**src/rtl/ps2_scan_decoder_pkg.sv**
```systemverilog
// Shared constants and types for the PS/2 set-2 scan-code decoder.
package ps2_scan_decoder_pkg;

    // Set-2 prefix bytes
    localparam logic [7:0] SC_EXT = 8'hE0;
    localparam logic [7:0] SC_BRK = 8'hF0;

    // Prefix-interpreter states
    localparam logic [1:0] ST_IDLE = 2'd0;
    localparam logic [1:0] ST_EXT  = 2'd1;
    localparam logic [1:0] ST_BRK  = 2'd2;

    // One queued key event, 10 bits: {ext, brk, code}
    typedef struct packed {
        logic       ext;
        logic       brk;
        logic [7:0] code;
    } key_event_t;

    localparam int KEY_EVENT_W = $bits(key_event_t);

endpackage

```
**src/rtl/ps2_scan_decoder_kb_fifo.sv**
```systemverilog
// Small register-array synchronous FIFO with first-word fall-through output.
// A write while full is dropped unless a pop happens in the same cycle;
// a pop while empty is ignored.
module kb_fifo #(
    parameter int DW = 10,
    parameter int AW = 2
) (
    input  logic          clk,
    input  logic          reset,
    input  logic          wr,
    input  logic [DW-1:0] wr_data,
    input  logic          rd,
    output logic [DW-1:0] dout,
    output logic          empty,
    output logic          full
);

    localparam int DEPTH = 2 ** AW;
    localparam logic [AW:0] DEPTH_CNT = DEPTH[AW:0];

    logic [DW-1:0] mem [DEPTH];
    logic [AW-1:0] wr_ptr;
    logic [AW-1:0] rd_ptr;
    logic [AW:0]   count;
    logic          do_rd;
    logic          do_wr;

    assign empty = (count == '0);
    assign full  = (count == DEPTH_CNT);
    assign dout  = mem[rd_ptr];

    // Qualify requests: pops need data, pushes need room (a same-cycle pop frees a slot)
    always_comb begin
        do_rd = rd & ~empty;
        do_wr = wr & (~full | do_rd);
    end

    // Storage array, cleared on reset so the head reads zero while empty
    always_ff @(posedge clk) begin
        if (reset) begin
            for (int i = 0; i < DEPTH; i++) begin
                mem[i] <= '0;
            end
        end else if (do_wr) begin
            mem[wr_ptr] <= wr_data;
        end
    end

    // Pointers wrap naturally; occupancy tracks net pushes minus pops
    always_ff @(posedge clk) begin
        if (reset) begin
            wr_ptr <= '0;
            rd_ptr <= '0;
            count  <= '0;
        end else begin
            if (do_wr) begin
                wr_ptr <= wr_ptr + AW'(1);
            end
            if (do_rd) begin
                rd_ptr <= rd_ptr + AW'(1);
            end
            case ({do_wr, do_rd})
                2'b10:   count <= count + (AW+1)'(1);
                2'b01:   count <= count - (AW+1)'(1);
                default: count <= count;
            endcase
        end
    end

endmodule

```
**src/rtl/ps2_scan_decoder.sv**
```systemverilog
// Interprets the raw set-2 byte stream (E0 extend, F0 break prefixes) and
// queues completed key events for the game logic. By default only releases
// are queued, so typematic repeat never produces extra events.
module ps2_scan_decoder
    import ps2_scan_decoder_pkg::*;
#(
    parameter int FIFO_AW   = 2,
    parameter int PUSH_MAKE = 0
) (
    input  logic       clk,
    input  logic       reset,
    input  logic       rx_done_tick,
    input  logic [7:0] rx_data,
    input  logic       rd_key,
    output logic [7:0] key_code,
    output logic       key_brk,
    output logic       key_ext,
    output logic       kb_empty,
    output logic       kb_full,
    output logic       overflow,
    output logic       proto_err
);

    localparam logic PUSH_MAKE_EN = (PUSH_MAKE != 0);

    logic [1:0] state;
    logic [1:0] state_next;
    logic       ext;
    logic       ext_next;
    logic       emit;
    logic       bad_prefix;
    key_event_t ev;
    key_event_t head;
    logic       drop_next;

    // Prefix interpreter: decides the next state and whether a byte completes an event
    always_comb begin
        state_next = state;
        ext_next   = ext;
        emit       = 1'b0;
        bad_prefix = 1'b0;
        ev         = '0;
        if (rx_done_tick) begin
            case (state)
                ST_IDLE: begin
                    if (rx_data == SC_EXT) begin
                        state_next = ST_EXT;
                    end else if (rx_data == SC_BRK) begin
                        state_next = ST_BRK;
                        ext_next   = 1'b0;
                    end else begin
                        emit = PUSH_MAKE_EN;
                        ev   = '{ext: 1'b0, brk: 1'b0, code: rx_data};
                    end
                end
                ST_EXT: begin
                    if (rx_data == SC_BRK) begin
                        state_next = ST_BRK;
                        ext_next   = 1'b1;
                    end else if (rx_data != SC_EXT) begin
                        emit       = PUSH_MAKE_EN;
                        ev         = '{ext: 1'b1, brk: 1'b0, code: rx_data};
                        state_next = ST_IDLE;
                        ext_next   = 1'b0;
                    end
                end
                ST_BRK: begin
                    if ((rx_data == SC_EXT) || (rx_data == SC_BRK)) begin
                        bad_prefix = 1'b1;
                    end else begin
                        emit = 1'b1;
                        ev   = '{ext: ext, brk: 1'b1, code: rx_data};
                    end
                    state_next = ST_IDLE;
                    ext_next   = 1'b0;
                end
                default: begin
                    state_next = ST_IDLE;
                    ext_next   = 1'b0;
                end
            endcase
        end
    end

    // An event is lost only when the FIFO is full and no pop frees a slot this cycle
    always_comb begin
        drop_next = emit & kb_full & ~(rd_key & ~kb_empty);
    end

    // State, ext flag and the one-cycle status pulses
    always_ff @(posedge clk) begin
        if (reset) begin
            state     <= ST_IDLE;
            ext       <= 1'b0;
            overflow  <= 1'b0;
            proto_err <= 1'b0;
        end else begin
            state     <= state_next;
            ext       <= ext_next;
            overflow  <= drop_next;
            proto_err <= bad_prefix;
        end
    end

    kb_fifo #(
        .DW (KEY_EVENT_W),
        .AW (FIFO_AW)
    ) u_fifo (
        .clk     (clk),
        .reset   (reset),
        .wr      (emit),
        .wr_data (ev),
        .rd      (rd_key),
        .dout    (head),
        .empty   (kb_empty),
        .full    (kb_full)
    );

    assign key_code = head.code;
    assign key_brk  = head.brk;
    assign key_ext  = head.ext;

endmodule

```
**config.mk**
```make
export PLATFORM = sky130hd
export DESIGN_NAME = ps2_scan_decoder
export DESIGN_NICKNAME = d
export VERILOG_FILES = /design/src/rtl/ps2_scan_decoder_pkg.sv /design/src/rtl/ps2_scan_decoder_kb_fifo.sv /design/src/rtl/ps2_scan_decoder.sv
export SDC_FILE = /design/constraint.sdc
export NUM_CORES = 1
export LEC_CHECK = 0
export CORE_ASPECT_RATIO = 0.9
export CORE_UTILIZATION = 45
export CTS_CLUSTER_DIAMETER = 150
export DETAILED_ROUTE_END_ITERATION = 8
export PLACE_DENSITY_LB_ADDON = 0.2
export SLEW_MARGIN = 20
export SYNTH_ARGS = -nofsm -noshare
export SYNTH_HDL_FRONTEND = slang
export SYNTH_HIERARCHICAL = 1
export SYNTH_SLANG_ARGS = --single-unit
```
**constraint.sdc**
```tcl
create_clock -name clk -period 2.3 [get_ports clk]
set_input_delay 0.345 -clock clk [delete_from_list [all_inputs] [get_ports clk]]
set_output_delay 0.345 -clock clk [all_outputs]
set_load 0.02 [all_outputs]
```
# --- After elaboration in Yosys (flattened, before gate mapping) ---
# Memories as Yosys holds them, arrays and structs flattened. A register that Yosys moved wholly into a read port is not among the register bits.
# Index checks and enable logic that the tools add are counted.
word_totals:
  mem_count: 1
  register_bits: 12
  out_inout_bits: 14
  ramBits: 40
op_classes:
  eq_ne: 12
  mux: 32
  bitwise_logic: 10
  n_addsub: 4
  n_reduce_logical: 8
mem_list:
  columns: ["memory", "depth", "word_bits", "rd", "rd_ports_with_merged_regs", "write_ports", "line_no", "source"]
  rows:
  - ["u_fifo.mem", 4, 10, 1, 1, 4, "ps2_scan_decoder_kb_fifo.sv:21", "logic [DW-1:0] mem [DEPTH];"]
op_table:
  columns: ["op", "count"]
  rows:
  - ["$mux 10", 5]
  - ["$pmux 10 s3", 1]
  - ["$eq 8x8->1 const B", 2]
  - ["$mux 8", 2]
  - ["$mux 1", 14]
  - ["$mux 2", 7]
  - ["$reduce_or 10->1", 1]
  - ["$ne 8x8->1 const B", 1]
  - ["$ne 3x3->1 const B", 2]
  - ["$pmux 3 s2", 1]
  - ["$not 1->1", 5]
  - ["$add 2x1->2 const B", 2]
  - ["$and 1x1->1", 4]
  - ["$eq 2x1->1 const B", 2]
  - ["$eq 2x2->1 const B", 2]
  - ["$ne 2x2->1 const B", 2]
  - ["$pmux 2 s2", 1]
  - ["$reduce_and 4->1", 1]
  - ["$add 3x1->3 const B", 1]
  - ["$eq 3x3->1 const B", 1]
  - ["$logic_not 3->1", 1]
  - ["$reduce_and 3->1", 1]
  - ["$reduce_or 3->1", 1]
  - ["$sub 3x1->3 const B", 1]
  - ["5 further kinds", 5]

# --- Depth between registers and ports, before layout ---
# Gate-level depths: netlist (run 1).
logic_depth:
  ltp_word: 11
  ltp_mapped: 11
  mapped_depth_nobuf: 11

# --- Cells and area by module ---
# The synthesis (run 1) kept the hierarchy.
modules_own_cells:
  columns: ["module", "instances", "cells_each", "area_per_inst_um2"]
  rows:
  - ["kb_fifo", 1, 149, 2184.6]
  - ["ps2_scan_decoder", 1, 43, 361.6]

# --- Worst setup path after synthesis (run 1) ---
# No wires, ideal clock.
synth_timing:
  path_kind: "input port to flip-flop"
  from: "input port rx_data[2]"
  to: "register u_fifo.count[2]"
  cell_stages: 11
  setup_ns: 0.071
  t_arrival_ns: 2.407
  t_required_ns: 2.229
  slack_ns: -0.177
  cell_sequence: "and4bb_2 nand2_1 and3_2 nor2b_1 inv_1 ha_1 inv_1 fa_1 xor2_1 or3_1 a21oi_1"
synth_via:
  elab_chain_cells: 8
  elab_cells_between_ends: 11
  classes_between: "eq/ne: 4; mux: 4; bitwise: 1; reduce/logical: 2"
synth_lines:
  columns: ["element", "line_no", "source"]
  rows:
  - ["start: declaration", "ps2_scan_decoder.sv:13", "input logic [7:0] rx_data,"]
  - ["$eq 8x8->1, on equally long branches", "ps2_scan_decoder.sv:46, ps2_scan_decoder.sv:68, ps2_scan_decoder.sv:57", null]
  - ["$logic_or 1x1->1 *", "ps2_scan_decoder.sv:68", "if ((rx_data == SC_EXT) || (rx_data == SC_BRK)) begin"]
  - ["$mux 1 *", "ps2_scan_decoder.sv:68", null]
  - ["$mux 1 *", null, null]
  - ["$mux 1 *", "ps2_scan_decoder.sv:43", "if (rx_done_tick) begin"]
  - ["net emit", "ps2_scan_decoder.sv:30", "logic emit;"]
  - ["$and 1x1->1 *", "ps2_scan_decoder_kb_fifo.sv:35", "do_wr = wr & (~full | do_rd);"]
  - ["$eq 2x1->1 / $eq 2x2->1 (equally long branches)", "ps2_scan_decoder_kb_fifo.sv:62", "case ({do_wr, do_rd})"]
  - ["$pmux 3 s2 / $reduce_bool 2->1 (equally long branches)", null, null]
  - ["end signal: assignment", "ps2_scan_decoder_kb_fifo.sv:63", "2'b10: count <= count + (AW+1)'(1);"]
  - ["end signal: assignment", "ps2_scan_decoder_kb_fifo.sv:64", "2'b01: count <= count - (AW+1)'(1);"]
  - ["end signal: assignment", "ps2_scan_decoder_kb_fifo.sv:65", "default: count <= count;"]
  - ["end: declaration", "ps2_scan_decoder_kb_fifo.sv:24", "logic [AW:0] count;"]
# Mark *: on every way through the listed nets, which the timed path passes. The rest lies on a longest branch.
# A chain may end at the register's enable or synchronous reset.

# --- Worst setup path after layout (run 1) ---
# Same ends and word-level chain as after synthesis.

==> results of run 1 <==
[how the worst max path moves through the flow]
stage	depth (start not counted)	slack (ns)	end
6_report	12	0.03	u_fifo/count[2]
2_1_floorplan	11	-0.02	u_fifo/count[2]
3_3_place_gp	12	-0.40	u_fifo/count[2]
3_5_place_dp	12	-0.43	u_fifo/count[2]
4_1_cts	3	0.03	key_code[4]
5_1_grt	12	-0.03	u_fifo/count[2]
[power by group through the flow]
stage / combinational (mW) / sequential, mW / clock [mW]
2_1_floorplan: 0.0528 / 1.09 / 0
3_3_place_gp: 0.123 / 1.09 / 0
3_5_place_dp: 0.126 / 1.09 / 0
4_1_cts: 0.123 / 1.07 / 0.646
5_1_grt: 0.132 / 1.07 / 0.679
6_report: 0.123 / 1.07 / 0.631
[cells by family after synthesis]
group           share of synthesized area (%)
buf+inv                                  2.01
xor+xnor                                 1.03
simple gates                             23.3
fa+ha+maj                                1.28
mux                                      9.68
compound gates                           4.47
flops                                    58.2
[stage by stage]
stage	setup slack [ns]	TNS [ns]	util [%]
6_report	0.0266	0	60.9
5_1_grt	-0.0332	-0.0332	60.9
4_1_cts	0.0328	0	60.3
3_5_place_dp	-0.432	-12.81	58.2
3_3_place_gp	-0.405	-11.49	58.2
2_1_floorplan	-0.0247	-0.0247	-
[timing repair]
action | CTS | global route
pin swaps | 3 | 4
resized for setup | 7 | 6
setup buffers | 1 | 2
endpoints found under the setup margin | 11 | 6
gates cloned | 0 | 0
hold endpoints to repair | 0 | 0
[sequential cells by signal, summed over array words and instances (netlist names), named ones only]
name / flops
u_fifo/mem: 40
overflow: 1
u_fifo/rd_ptr: 2
u_fifo/wr_ptr: 2
state: 2
ext: 1
u_fifo/count: 3
proto_err: 1
[layout make-up]
| type | instances | area, um^2 | area share [%] |
|---|---|---|---|
| timing repair buffer | 51 | 505 | 15.5 |
| tap | 67 | 83.8 | 2.57 |
| clock inverter | 2 | 38.8 | 1.19 |
| multi-input combinational | 125 | 1040 | 32.1 |
| clock buffer | 6 | 72.6 | 2.23 |
| sequential | 54 | 1480 | 45.5 |
| inverter | 8 | 30.0 | 0.922 |
[placed cells by master (no fill, tap or decap), drive strengths merged, types with 2 or more instances in the layout]
master	n
dlygate4sd2	6
nand2	6
dfxtp	14
edfxtp	40
o21ai	4
nor4b	2
and2	44
clkbuf	6
nor3b	3
xor2	3
nand2b	2
nand4	2
dlymetal6s2s	2
a31o	2
clkdlybuf4s50	16
and4bb	3
nor2	11
mux4	10
or3	3
buf	26
a21oi	7
and3	8
inv	8
[worst max-delay path, cell delays in order]
cell and delay (ns):
dlygate4sd2_1 0.25, and4bb_2 0.32, nand2_2 0.06, and3_4 0.18, nor2b_4 0.13, inv_2 0.05
ha_2 0.16, inv_1 0.05, fa_2 0.33, xor2_1 0.16, or3_1 0.36, a21oi_2 0.11
[layer usage]
layer / vias to the layer above / wire, um / track usage, %
li1: 807 / - / -
met1: 823 / 2320 / 27.0
met2: 42 / 2730 / 33.5
met3: 6 / 231 / 3.98
met4: 0 / 40 / 5.36
met5: - / 0 / 0
==> impl_results.md, run 1 <==
* Status: finished, final reports clean
* P_int at 1.45 mW
* Worst Setup Path Type: in2reg
* FF-to-FF setup slack at 0.16 ns
* Htree depth at 2
* Pin count of the biggest net entering global routing at 18
* Top cell type's share of synthesized area at 47.2%
* Die Area at 0.00596 mm^2
* Chip Height at 73.4 um
* CP arrival at 2.52 ns
* Count leader, synth: and2_1
* Initial drt markers at 80
* Post-synthesis cell type count at 42
* Final Max Tran Viols at 0
* Design Area, Final at 0.00326 mm^2
* Cell Area, Synth at 0.00255 mm^2
* Worst Hold Endpoint: u_fifo/rd_ptr[1]
* Die Width at 81.3 um
* Initial core utilization at 47.6%
* First-pass GRT wire length at 8740 um
* Final-layout worst hold slack at 0.521 ns
* Placed cells at 302
* Global router's overall resource usage at 20.2%
* Synth top cells by count: and2_1 (43), edfxtp_1 (40), dfxtp_1 (14)
* Hold path cells at 2
* Vias in the first global route at 1751
* Drt wl/cell at 17.0 um
* Setup-failing EPs final at 0
* Area growth, synth to finish at 27.9%
* Worst reg2reg endpoint: u_fifo/count[2]
* Clock share of power at 34.5%
* Worst EP required at 2.54 ns
* Final period util at 98.8%
* CTS tree: built
* Share of post-route cells with drive strength above 1 at 26.8%
* Seq/Total Area, Yosys at 58.2%
* Initial antenna violation count at 0
* Buffer depth of the longest clock path at 2
* Leakage at 1.23 nW
* Relative slew margins at 39.8%
* Startpoint types: input port
* Total grt overflow at 0
* Clk_skew at 0.00599 ns
* Net Sw Power at 372 uW
* Root Driver: clkbuf_8
* Clk slew on worst S/H paths at 0.09 ns
* Layout Cells excl Fill at 313
* Syn Inst Count at 192
* Pwr dens at 560 mW/mm^2
* Row cnt at 25
* Hold path start: u_fifo/rd_ptr[1]
* DR pass1 iterations at 4
* Worst VDD drop at 0.375 mV
* Post-synth top area cell: edfxtp_1
* Synth top area cells: edfxtp_1 (47%), dfxtp_1 (11%), and2_1 (11%)
* CTS Buf Count at 5
* Post-DR vias/cell at 5.36
* Fin crit period at 2.27 ns
* Tightest Hold Check Type: reg2reg
* Yosys warns at 6
* Post-route ant nets at 0
* Clk sinks at 54
* Worst-Margin Slew at 0.901 ns
* Net count after synthesis at 206
* Comb pwr share at 6.8%
* Mean area per synthesized cell at 13.3 um^2
* Core area at 0.00535 mm^2
* Total power draw at 1.82 mW
* Sequential share of power at 58.7%
* Max cap viols at 0
* PortBufs at 25
* Async S/R FF share, synth at 0%
* Vias at 1678
* Clk_lat worst skew at 0.30 ns
* Sw Ratio at 20.4%
* # fillers at 427
* Cells on worst reg2reg path at 9
* Seq cells post-synth at 54
* IO Pins at 26
* Synth Flop Type: edfxtp_1
* RR Startpoint: u_fifo/count[0]
* Number of hold buffers added after cts at 0
* Fin nets at 259
* Routed wire length at 5330 um
* Number of synthesized flops with an enable pin at 40
* DPL Wire Length at 3750 um
* Final hold viol count at 0
* Worst setup EP type: flop
* CP Max Fanout at 2
* RSZ-0062 raised after global routing: true
* CP Launch Point: rx_data[2]
* Fmax at 0.440 GHz
* RD Place Congestion at 0.843
* Placed inst area at 0.00311 mm^2
* Post-route DRC violation count at 0
* Ant diodes at 0
Power figures use the tool's default switching activity.
==> inputs of run 2 (changes only) <==
Settings changed: SETUP_SLACK_MARGIN set to 0.4.
==> run 2 against run 1 <==
  * First-iteration DRC count grew 1.3%
  * Die area is the same
  * Core utilization grew 4.2 points
  * Via count grew 5.2%
  * Largest cell class unchanged
==> impl_results.md, run 2 (synthesized netlist as in run 1, its figures left out) <==
* Status: finished, final reports clean
* CTS tree: built
* Area occupied by multi-input gates at 0.00116 mm^2 (+11%)
* Initial drt markers at 81 (+1.3%)
* Post-layout util at 65.1% (+4.2 points)
* Max FFs per register at 40 (unchanged)
* Worst setup EP type: flop
* Die Area at 0.00596 mm^2 (unchanged)
* Ant diodes at 0 (unchanged)
* Worst VDD drop at 0.311 mV (-17%)
* Final hold viol count at 0 (unchanged)
* Most flop-heavy register: u_fifo/mem
* Chip Height at 73.4 um (unchanged)
* Placed inst area at 0.00311 mm^2 (-0.16%)
* CTS Buf Count at 5 (unchanged)
* Routed wire length at 5850 um (+9.9%)
* IO Pins at 26 (unchanged)
* Commonest non-fill, non-tap cell in the layout: edfxtp_1
* Drt wl/cell at 17.9 um (+5.5%)
* Vias in the first global route at 1841 (+5.1%)
* RD Place Congestion at 0.813 (-3.5%)
* First-pass GRT wire length at 9110 um (+4.3%)
* Fin crit period at 2.11 ns (-0.162 ns)
* Commonest cells after routing, fill and taps aside: edfxtp_1 (40), buf_4 (22), and2_4 (22), and2_1 (21), buf_6 (15)
* Buffer depth of the longest clock path at 2 (unchanged)
* Setup-failing EPs final at 0 (unchanged)
* Die Width at 81.3 um (unchanged)
* CP Max Fanout at 5 (+3)
* Root Driver: clkbuf_8
* Post-route ant nets at 0 (unchanged)
* Clk_skew at 0.00928 ns (+0.00328 ns)
* Pin count of the biggest net entering global routing at 17 (-1)
* Post-route DRC violation count at 0 (unchanged)
* Clk slew on worst S/H paths at 0.10 ns (about the same)
* DR pass1 iterations at 4 (unchanged)
* Share of post-route cells with drive strength above 1 at 50.2% (+23 points)
* CP arrival at 2.36 ns (-0.16 ns)
* # fillers at 393 (-8.0%)
* Global router's overall resource usage at 21.8% (+1.6 points)
* Startpoint types: flop
* Post-DR vias/cell at 5.42 (+1.0%)
* Leakage at 1.33 nW (+8.4%)
* Initial core utilization at 47.6% (unchanged)
* Fmax at 0.474 GHz (+7.7%)
* DPL Wire Length at 3770 um (+0.62%)
* Fin nets at 272 (+5.0%)
* RSZ-0062 raised after global routing: true
* Final-layout worst hold slack at 0.491 ns (-0.0293 ns)
* Tightest Hold Check Type: in2reg
* Worst Setup Path Type: reg2reg
* Crit-path cells: nor4b_4 > nor2b_4 > inv_2 > ha_4 > inv_2 > fa_2 > xor2_2 > or3_4 > a21oi_2
* Core area at 0.00535 mm^2 (unchanged)
* Relative slew margins at 57.5% (+18 points)
* Number of hold buffers added after cts at 0 (unchanged)
* Largest stage delay, worst path at 0.39 ns (+0.03 ns)
* Leading registers by flop count: u_fifo/mem x40, u_fifo/count x3
* Worst-Margin Slew at 0.634 ns (-0.267 ns)
* Clk_lat worst skew at 0.31 ns (about the same)
* Worst EP required at 2.55 ns (about the same)
* Area growth, synth to finish at 36.7%
* Row cnt at 25 (unchanged)
* Initial antenna violation count at 0 (unchanged)
* Pwr dens at 496 mW/mm^2 (-11%)
* Design Area, Final at 0.00348 mm^2 (+6.8%)
* Final Max Tran Viols at 0 (unchanged)
* Final period util at 91.8% (-7.1 points)
* Slowest cell on crit path: nor4b_4
* Htree depth at 2 (unchanged)
* CP dominant cell by count: inv_2
* Vias at 1766 (+5.2%)
* Flip-flop and latch area at 0.00150 mm^2 (+0.93%)
* Clk sinks at 54 (unchanged)
* Max cap viols at 0 (unchanged)
* PortBufs at 25 (unchanged)
* Total grt overflow at 0 (unchanged)
==> run 2: worst max-delay path, delay by kind of cell, from the launching register on <==
family	cells	cell delay, ns
buf+inv	2	0.11
flops	1	0.38
simple gates	3	0.80
fa+ha+maj	2	0.48
xor+xnor	1	0.16
compound gates	1	0.11
==> run 2: final timing paths <==
kind | cells after the start | from | to | slack (ns)
hold reg to reg | 2 | u_fifo/rd_ptr[1] | flop | 0.51
hold / removal | 3 | rx_data[3] | u_fifo/mem[1][3] | 0.49
setup / recovery | 9 | u_fifo/count[1] | u_fifo/count[2] | 0.19
setup reg to reg | 9 | u_fifo/count[1] | u_fifo/count[2] | 0.19
==> run 2: repair_timing <==
| item | 4_1_cts | 5_1_grt |
|---|---|---|
| gates resized for setup | 102 | 38 |
| endpoints found under the hold margin | 0 | 0 |
| pin swaps | 14 | 7 |
| setup buffers | 15 | 1 |
| cloned | 1 | 0 |
| setup endpoints to repair | 95 | 31 |
==> run 2: layout make-up <==
class / instances / share of cell area (%)
Sequential cell: 54 / 43.0
Tap cell: 67 / 2.41
Multi-Input combinational cell: 125 / 33.4
Timing Repair Buffer: 64 / 17.9
Clock inverter: 2 / 0.396
Inverter: 8 / 0.863
Clock buffer: 6 / 2.09
==> run 2: stage by stage <==
stage                     instances  worst slack [ns]  setup TNS (ns)  power [mW]
after floorplan                 192           -0.0212         -0.0212        1.14
after detailed placement        301            -0.492           -8.18        1.22
after global placement          301            -0.414           -5.15        1.22
final                           326             0.189               0        1.73
after CTS                       325            0.0888               0        1.73
after global routing            326             0.109               0        1.78
==> run 2: routing by layer <==
layer	global-route usage, %	up-vias	wire (um)
li1	-	833	-
met5	0	-	0
met1	25.2	875	2400
met3	3.98	13	252
met2	38.9	45	3070
met4	9.72	0	126
==> run 2: power by group <==
| part | leakage (nW) | total (mW) | internal [mW] | switching, mW |
|---|---|---|---|---|
| Clock | 0.0452 | 0.526 | 0.216 | 0.311 |
| Combinational | 0.756 | 0.132 | 0.0657 | 0.0667 |
| Sequential | 0.528 | 1.07 | 1.06 | 0.00659 |
| Total | 1.33 | 1.73 | 1.34 | 0.384 |
==> inputs of run 3 (changes only) <==
Settings changed: SYNTH_HIERARCHICAL 1 to not set.
==> run 3 against run 2 <==
  * Non-clock buffer count is 15 lower
  * Total power fell by 0.80%
  * Critical path type is now in2reg
  * Area after synthesis fell by 0.44%
  * Design area down 11%
  * Highest routed layer unchanged
  * Flip-flop and latch count unchanged
  * Combinational power down 12%
  * Synthesized cell count up 7.8%
  * Largest power group unchanged
==> impl_results.md, run 3 <==
* Setup-failing EPs final at 0 (unchanged)
* Pin count of the biggest net entering global routing at 18 (+1)
* Area growth, synth to finish at 22.2%
* Clk_lat worst skew at 0.31 ns (about the same)
* Share of post-route cells with drive strength above 1 at 28.6% (-22 points)
* Leakage at 1.15 nW (-13%)
* Ant diodes at 0 (unchanged)
* Most flop-heavy register: u_fifo.mem
* Post-synth top area cell: edfxtp_1
* Top cell type's share of synthesized area at 47.4% (+0.21 points)
* DR pass1 iterations at 4 (unchanged)
* Seq cells post-synth at 54 (unchanged)
* Final Max Tran Viols at 0 (unchanged)
* Post-layout util at 57.9% (-7.2 points)
* IO Pins at 26 (unchanged)
* Pwr dens at 553 mW/mm^2 (+11%)
* CTS tree: built
* RD Place Congestion at 0.815 (+0.25%)
* Yosys warns at 0 (-6)
* Worst EP required at 2.55 ns (about the same)
* Commonest non-fill, non-tap cell in the layout: edfxtp_1
* # fillers at 437 (+11%)
* Layout Cells excl Fill at 319 (-2.1%)
* Commonest cells after routing, fill and taps aside: edfxtp_1 (40), nor2_1 (27), buf_4 (23), and2_1 (18), nand4_1 (14)
* Die Area at 0.00594 mm^2 (-0.43%)
* Post-route ant nets at 0 (unchanged)
* Row cnt at 25 (unchanged)
* Final period util at 83.4% (-8.4 points)
* Clock share of power at 30.6% (about the same)
* Core area at 0.00535 mm^2 (unchanged)
* Max FFs per register at 40 (unchanged)
* Largest stage delay, worst path at 0.55 ns (+0.16 ns)
* CTS Buf Count at 5 (unchanged)
* Clk sinks at 54 (unchanged)
* Cell Area, Synth at 0.00253 mm^2 (-0.44%)
* CP Launch Point: rx_data[1]
* Worst-Margin Slew at 0.400 ns (-0.234 ns)
* Total grt overflow at 0 (unchanged)
* Post-route DRC violation count at 0 (unchanged)
* Initial core utilization at 47.4% (-0.21 points)
* Drt wl/cell at 16.1 um (-10%)
* Buffer depth of the longest clock path at 2 (unchanged)
* Initial antenna violation count at 0 (unchanged)
* Worst VDD drop at 0.253 mV (-19%)
* Relative slew margins at 73.2% (+16 points)
* Synth top cells by count: edfxtp_1 (40), nor2_1 (28), and2_1 (18)
* Crit. path cell count at 7 (-2)
* Global router's overall resource usage at 19.7% (-2.1 points)
* Crit-path cells: buf_6 > or4_4 > o21ai_4 > nand2_2 > fa_2 > or4_1 > nand4_1
* Vias at 1774 (+0.45%)
* Syn Inst Count at 207 (+7.8%)
* Root Driver: clkbuf_8
* Fin crit period at 1.92 ns (-0.193 ns)
* Chip Height at 73.2 um (-0.21%)
* PortBufs at 25 (unchanged)
* Leading registers by flop count: u_fifo.mem x40, u_fifo.count x3
* Worst setup EP type: flop
* Clk slew on worst S/H paths at 0.09 ns (about the same)
* Comb pwr share at 6.8% (-0.9 points)
* Count leader, synth: edfxtp_1
* Clk_skew at 0.00514 ns (-0.00413 ns)
* Post-synthesis cell type count at 41 (-2.4%)
* Tightest Hold Check Type: in2reg
* Fmax at 0.521 GHz (+10%)
* Status: finished, final reports clean
* Initial drt markers at 122 (+51%)
* Cells on worst reg2reg path at 6 (-3)
* Final hold viol count at 0 (unchanged)
* CP arrival at 2.17 ns (-0.19 ns)
* Seq/Total Area, Yosys at 58.4% (+0.26 points)
* Worst Path Buf+Inv at 1 (-1)
* Kind of cell adding the most delay to the critical path: simple AND/OR/NAND/NOR gates
* Sequential share of power at 62.6% (+0.8 points)
* Die Width at 81.1 um (-0.22%)
* Mean area per synthesized cell at 12.2 um^2 (-7.7%)
* Placed cells at 311 (+3.3%)
* Hold path start: rx_data[0]
* Synth top area cells: edfxtp_1 (47%), dfxtp_1 (11%), mux4_2 (8.9%)
* Routed wire length at 5140 um (-12%)
* Final setup TNS at 0 ns (unchanged)
* Slowest cell on crit path: or4_4
* Hold path cells at 3 (unchanged)
* Startpoint types: input port
* Htree depth at 2 (unchanged)
* Final-layout worst hold slack at 0.448 ns (-0.0435 ns)
* Sw Ratio at 22.2% (-0.082 points)
* Fin nets at 264 (-2.9%)
* RR Startpoint: state[0]
* Max cap viols at 0 (unchanged)
* Net Sw Power at 379 uW (-1.2%)
* Async S/R FF share, synth at 0% (unchanged)
* Synth Flop Type: edfxtp_1
* CP Max Fanout at 2 (-3)
* DPL Wire Length at 3740 um (-0.75%)
* RSZ-0062 raised after global routing: true
* Net count after synthesis at 220 (+6.8%)
* P_int at 1.33 mW (-0.69%)
* Worst Setup Path Type: in2reg
* First-pass GRT wire length at 8290 um (-9.0%)
* Post-CTS Setup Inserts at 0 (-15)
* Vias in the first global route at 1670 (-9.3%)
* Number of synthesized flops with an enable pin at 40 (unchanged)
* Post-DR vias/cell at 5.56 (+2.7%)
==> run 3: cell types whose count changed after synthesis, moves of 3 or more <==
| cell | change |
|---|---|
| nand3_1 | +6 |
| nor3_1 | +6 |
| and2_1 | -25 |
| nand4_1 | +12 |
| nor2_1 | +17 |
| a21oi_1 | -3 |
| and3_2 | -7 |
| clkbuf_1 | +6 |
==> run 3: final timing paths <==
check	endpoint	slack, ns
setup / recovery	u_fifo.count[1]	0.38
hold / removal	u_fifo.mem[0][0]	0.45
setup reg to reg	u_fifo.count[1]	0.43
hold reg to reg	ext	0.53
==> run 3: worst register-to-register path: stages (launching register included) <==
cell and delay [ns]:
dfxtp_1 0.45, and3b_2 0.27, o21ai_4 0.07, nand2_2 0.06
fa_2 0.41, or4_1 0.47, nand4_1 0.08
==> run 3: repair_timing <==
item,4_1_cts,5_1_grt
gates resized for setup,52,24
pin swaps,6,7
endpoints found under the hold margin,0,0
setup endpoints to repair,54,51
hold buffers,0,0
==> run 3: metrics by stage <==
stage	setup slack, ns	instance area, um^2	power [mW]
2_1_floorplan	0.0936	2540	1.15
3_3_place_gp	-0.326	3010	1.21
3_5_place_dp	-0.352	3010	1.22
4_1_cts	0.268	3100	1.74
5_1_grt	0.343	3100	1.77
6_report	0.381	3100	1.71
==> run 3: layer usage <==
metal	global-route usage [%]	vias up	share of wire, %
met1	28.2	851	45
met4	6.35	0	1.0
met2	30.4	56	47
li1	-	862	-
met3	3.50	5	6.4
met5	0	-	0
==> run 3: logic make-up after synthesis <==
group / after synthesis / share of synthesized area, %
simple gates: 99 / 22.2
flops: 54 / 58.4
buf+inv: 21 / 3.26
compound gates: 20 / 5.78
mux: 10 / 8.88
xor+xnor: 2 / 0.691
fa+ha+maj: 1 / 0.790
==> run 3: power groups by stage <==
stage	combinational (mW)	clock [mW]	sequential, mW
detailed placement	0.121	0	1.09
floorplan	0.0552	0	1.09
CTS	0.117	0.547	1.07
global route	0.126	0.571	1.07
global placement	0.120	0	1.09
finish	0.116	0.524	1.07
==> run 3: final cells by class <==
cell class / count / area [um^2] / area share (%)
Multi-Input combinational cell: 132 / 1020 / 32.9
Inverter: 9 / 33.8 / 1.09
Clock inverter: 2 / 13.8 / 0.444
Timing Repair Buffer: 49 / 390 / 12.6
Sequential cell: 54 / 1480 / 47.9
Tap cell: 67 / 83.8 / 2.71
Clock buffer: 6 / 72.6 / 2.34
